## src/rtl/counter_pkg.sv

```systemverilog
// Shared constants for the up/down counter family.
// Mode selects wrap-around or one-shot behaviour; direction encodes up_dn.
package counter_pkg;

    localparam int MODE_WRAP    = 0;
    localparam int MODE_ONESHOT = 1;

    localparam logic DIR_UP = 1'b1;
    localparam logic DIR_DN = 1'b0;

endpackage : counter_pkg

```

## src/rtl/counter_updown_sync_cnt_next.sv

```systemverilog
// Next-value and terminal detect for a modulo-MODULUS up/down counter.
// Latency: purely combinational.
// Backpressure: none; always produces a result for the presented count.
module cnt_next
    import counter_pkg::*;
#(
    parameter int              WIDTH   = 4,
    parameter longint unsigned MODULUS = 16
) (
    input  logic [WIDTH-1:0] count,
    input  logic             up_dn,
    output logic [WIDTH-1:0] nxt,
    output logic             at_term
);

    // MODULUS-1 always fits in WIDTH bits, even when MODULUS == 2^WIDTH.
    localparam logic [WIDTH-1:0] TERM = WIDTH'(MODULUS - 64'd1);

    always_comb begin
        nxt     = count;
        at_term = 1'b0;
        if (up_dn == DIR_UP) begin
            at_term = (count == TERM);
            nxt     = at_term ? '0 : count + WIDTH'(1);
        end else begin
            at_term = (count == '0);
            nxt     = at_term ? TERM : count - WIDTH'(1);
        end
    end

endmodule : cnt_next

```

## src/rtl/counter_updown_sync.sv

```systemverilog
// Synchronous modulo up/down counter with load, wrap pulse and one-shot done.
// Latency: one clk edge from inputs to count/wrap/done; tc is combinational.
// Backpressure: none; every edge applies rst > load > en, otherwise holds.
module counter_updown_sync
    import counter_pkg::*;
#(
    parameter int              WIDTH   = 4,
    parameter longint unsigned MODULUS = 16,
    parameter int              MODE    = MODE_WRAP,
    parameter longint unsigned INIT    = MODULUS - 1
) (
    input  logic             clk,
    input  logic             rst,
    input  logic             en,
    input  logic             up_dn,
    input  logic             load,
    input  logic [WIDTH-1:0] load_val,
    output logic [WIDTH-1:0] count,
    output logic             tc,
    output logic             wrap,
    output logic             done
);

    localparam logic [WIDTH-1:0] TERM   = WIDTH'(MODULUS - 64'd1);
    localparam logic [WIDTH-1:0] INIT_C = (INIT >= MODULUS) ? TERM : WIDTH'(INIT);

    logic [WIDTH-1:0] count_q;
    logic             wrap_q;
    logic             done_q;
    logic [WIDTH-1:0] nxt;
    logic             at_term;
    logic [WIDTH-1:0] load_clamped;
    logic             reach_term;

    cnt_next #(
        .WIDTH   (WIDTH),
        .MODULUS (MODULUS)
    ) u_cnt_next (
        .count   (count_q),
        .up_dn   (up_dn),
        .nxt     (nxt),
        .at_term (at_term)
    );

    // Compare in 64 bits so MODULUS == 2^32 never truncates.
    assign load_clamped = (64'(load_val) >= MODULUS) ? TERM : load_val;

    // One-shot: done rises on the step that lands on the terminal value.
    assign reach_term = (up_dn == DIR_UP) ? (nxt == TERM) : (nxt == '0);

    always_ff @(posedge clk) begin
        if (rst) begin
            count_q <= INIT_C;
            wrap_q  <= 1'b0;
            done_q  <= 1'b0;
        end else if (load) begin
            count_q <= load_clamped;
            wrap_q  <= 1'b0;
            done_q  <= 1'b0;
        end else if (en) begin
            if (MODE == MODE_ONESHOT) begin
                wrap_q <= 1'b0;
                if (!done_q) begin
                    if (at_term) begin
                        done_q <= 1'b1;
                    end else begin
                        count_q <= nxt;
                        done_q  <= reach_term;
                    end
                end
            end else begin
                count_q <= nxt;
                wrap_q  <= at_term;
                done_q  <= 1'b0;
            end
        end else begin
            wrap_q <= 1'b0;
        end
    end

    assign count = count_q;
    assign tc    = at_term;
    assign wrap  = wrap_q;
    assign done  = done_q;

endmodule : counter_updown_sync

```

## config.mk

```make
export PLATFORM = sky130hd
export DESIGN_NAME = counter_updown_sync
export DESIGN_NICKNAME = d
export VERILOG_FILES = /design/src/rtl/counter_pkg.sv /design/src/rtl/counter_updown_sync_cnt_next.sv /design/src/rtl/counter_updown_sync.sv
export SDC_FILE = /design/constraint.sdc
export NUM_CORES = 1
export LEC_CHECK = 0
export CORE_AREA = 2 2 39 41
export CTS_CLUSTER_SIZE = 16
export DETAILED_ROUTE_END_ITERATION = 8
export DIE_AREA = 0 0 41 43
export SETUP_SLACK_MARGIN = 0.15
export SLEW_MARGIN = 20
export SYNTH_ARGS = -nofsm -noshare
export SYNTH_HDL_FRONTEND = slang
export SYNTH_HIERARCHICAL = 1
export SYNTH_SLANG_ARGS = --single-unit
```

## constraint.sdc

```tcl
create_clock -name clk -period 2 [get_ports clk]
set_input_delay 0.3 -clock clk [delete_from_list [all_inputs] [get_ports clk]]
set_output_delay 0.3 -clock clk [all_outputs]
set_load 0.05 [all_outputs]
```

==> results of run 1 <==
-- registers in the layout, summed over array words and instances (netlist names) --
signal and flops:
count 4, wrap 1
-- cells in the final DEF, fill, tap and decap left out, types with 2 or more instances in the layout --
| cell | synthesis | routed |
|---|---|---|
| inv_1 | 3 | 3 |
| ha_1 | 2 | 2 |
| clkbuf_4 | 0 | 3 |
| xnor2_1 | 2 | 2 |
| nand3_1 | 2 | 2 |
| nor2_1 | 2 | 2 |
| a2bb2oi_1 | 2 | 2 |
| a21oi_1 | 3 | 3 |
| dfxtp_1 | 5 | 3 |
| dfxtp_2 | 0 | 2 |
| clkdlybuf4s50_1 | 0 | 11 |
| nor3b_1 | 2 | 2 |
| mux2i_1 | 6 | 5 |
-- path summary, 6_finish.rpt --
path                                              end
worst min-delay path            count[1]$_SDFFE_PP1P_
worst min register to register  count[1]$_SDFFE_PP1P_
worst max-delay path                               tc
worst max register to register  count[3]$_SDFFE_PP1P_
-- metal layers --
metal,track usage,up-vias,routed length [um],part of all wire
met2,0.144,11,373,0.47
met1,0.126,156,354,0.45
met3,0.0314,2,37,0.047
met4,0.120,0,20,0.025
met5,0,-,0,0
li1,-,188,-,-
-- kinds of logic (layout without fill, tap and decap cells) --
kind of cell,after synthesis,after routing,synth area share
adders and majority gates,2,2,0.0658
buffers and inverters,7,22,0.0987
muxes,6,6,0.158
AOI/OAI and AO/OA,10,10,0.178
other,1,1,0.00986
xor gates and xnor gates,2,2,0.0461
and+or+nand+nor,11,11,0.181
DFF,5,5,0.263
-- layout make-up --
cell class / count / area (um^2) / share of cell area
inverter: 4 / 15.0 / 0.0265
timing repair buffer: 14 / 146 / 0.259
tap: 16 / 20.0 / 0.0354
multi-input combinational: 32 / 255 / 0.451
clock buffer: 4 / 26.3 / 0.0465
sequential: 5 / 103 / 0.181
-- critical path, delay by kind of cell --
kind                   cells  cell delay (ps)
AND/OR/NAND/NOR            1              180
buffers and inverters      2              770
multiplexers               1              210
-- power groups by stage --
stage / combinational [uW] / sequential, uW / clock, uW
finish: 139 / 123 / 117
global route: 150 / 125 / 127
CTS: 140 / 123 / 121
detailed placement: 141 / 125 / 0
global placement: 140 / 125 / 0
floorplan: 70.6 / 148 / 0
-- what timing repair did --
item                       in CTS  in global routing
setup buffers                   0                  0
hold buffers                    0                  0
setup endpoints to repair       1                  0
gates resized for setup         1                  0
-- per-stage QoR --
stage | worst slack [ps] | utilization
2_1_floorplan | 248 | -
3_3_place_gp | 254 | 0.391
3_5_place_dp | 237 | 0.391
4_1_cts | 232 | 0.409
5_1_grt | 172 | 0.409
6_report | 242 | 0.409
==> results.md, run 1 <==
* Number of remaining DRC errors at 0
* Top post-synthesis cells by count: mux2i_1, dfxtp_1, a21oi_1, inv_1
* GRT Resource Usage Total at 0.110
* Post-synth EDFFs at 0
* 1st-iter DRT viols at 6
* Die area at 1760 um^2
* CTS Buf Count at 3
* Die Ht at 43 um
* Tot Pwr at 379 uW
* Min cycle time layout at 1760 ps
* Core Footprint at 1380 um^2
* Vias per std cell at 4.76
* Clock Sinks at 5
* Share of layout cells above drive strength 1 at 0.169
* Max clock buf depth at 2
* Cells after Synth at 44
* Slowest cell on crit path: clkdlybuf4s50_1
* Net Sw Frac at 0.344
* Syn. warnings at 6
* Cell Count, Final, Fillers Out at 75
* Nets at 71
* Critical path class: input pin to primary output
* Area growth syn-to-layout at 48.7%
* Tcrit/Tclk final at 0.879
* Yosys top cell area share at 0.263
* Leading area contributor after synthesis: dfxtp_1
* Dpl cell area at 541 um^2
* Internal power at 248 uW
* Lkg Pwr at 0.000241 uW
* Final setup viols at 0
* Largest net degree at the start of global routing at 9
* Flop pwr share at 0.325
* Worst skew pair latency at 240 ps
* WHS at 597 ps
* DR WL/cell at 10.5 um
* Fillers at 145
* Peak Freq at 569 MHz
* Placed Instances at 71
* GPL Wtd Cong at 0.626
* Crit-path max cell delay at 610 ps
* Syn_nets at 55
* Combinational share of power at 0.367
* Syn Area/Cell at 8.64 um^2
* Worst reg2reg path startpoint: count[0]$_SDFFE_PP1P_
* Asr flop ratio synth at 0
* Post-synth top flop: dfxtp_1
* Synth cell types at 25
* First-pass GRT wire length at 1220 um
* Startpoint of the worst hold path: count[1]$_SDFFE_PP1P_
* Cells along the critical path: clkdlybuf4s50_1 -> nand3_1 -> mux2i_4 -> buf_12
* Max Clock Skew at 6.18 ps
* Worst Hold Class: flip-flop to flip-flop
* Synth top area cells: dfxtp_1, mux2i_1, ha_1, a2bb2oi_1, xnor2_1
* Post-synthesis sequential area ratio at 0.263
* Die X at 41 um
* MaxCap Viol Count at 0
* Setup crit end kind: primary output
* Post-DP HPWL at 606 um
* Worst-path maximum fanout at 6
* Io pins at 16
* Worst Path Required at 1700 ps
* Clock network power share at 0.308
* FF-to-FF path depth at 7
* Clk slew on worst S/H paths at 40 ps
* Setup slack, reg-to-reg at 420 ps
* Slew Limit Fails at 0
* Clk root buf: clkbuf_4
* Router iterations before antenna repair at 4
* Ant diodes at 0
* Via count at 357
* CTS tree: built
* CP arrival at 1460 ps
* Cell area after layout at 566 um^2
* Hold path cells at 2
* Num rows at 14
* Initial antenna violation count at 0
* Vias in the first global route at 308
* Final Hold Fails at 0
* Launch point of the worst path: up_dn
* PwrDens at 670 nW/um^2
* Routed wire length at 786 um
* Most instantiated library cell after synthesis: mux2i_1
* H-tree Lvls at 1
* Post-route ant nets at 0
* RSZ-0062 raised after global routing: no
* Setup Total Neg Slack at 0 ps
* Max VDD drop at 0.000237 V
* Congestion Overflow GR at 0
* Buffers on Ports at 14
* Starting Density at 0.275
* Post-Synthesis Cell Area at 380 um^2
* Register bit count reported by yosys at 5
* Nature of the critical path startpoint: input pin
* Net switching power at 130 uW
* Status: completed
No activity file was read; power rests on OpenSTA's default activity.
==> inputs of run 2 (changes only) <==
--- a/config.mk
+++ b/config.mk
@@ -5,6 +5,7 @@
 export SDC_FILE = /design/constraint.sdc
 export NUM_CORES = 1
 export LEC_CHECK = 0
+export ABC_AREA = 0
 export CORE_AREA = 2 2 39 41
 export CTS_CLUSTER_SIZE = 16
 export DETAILED_ROUTE_END_ITERATION = 8
==> results of run 2 <==
Final layout, timing and power as in run 1 (identical DEF).
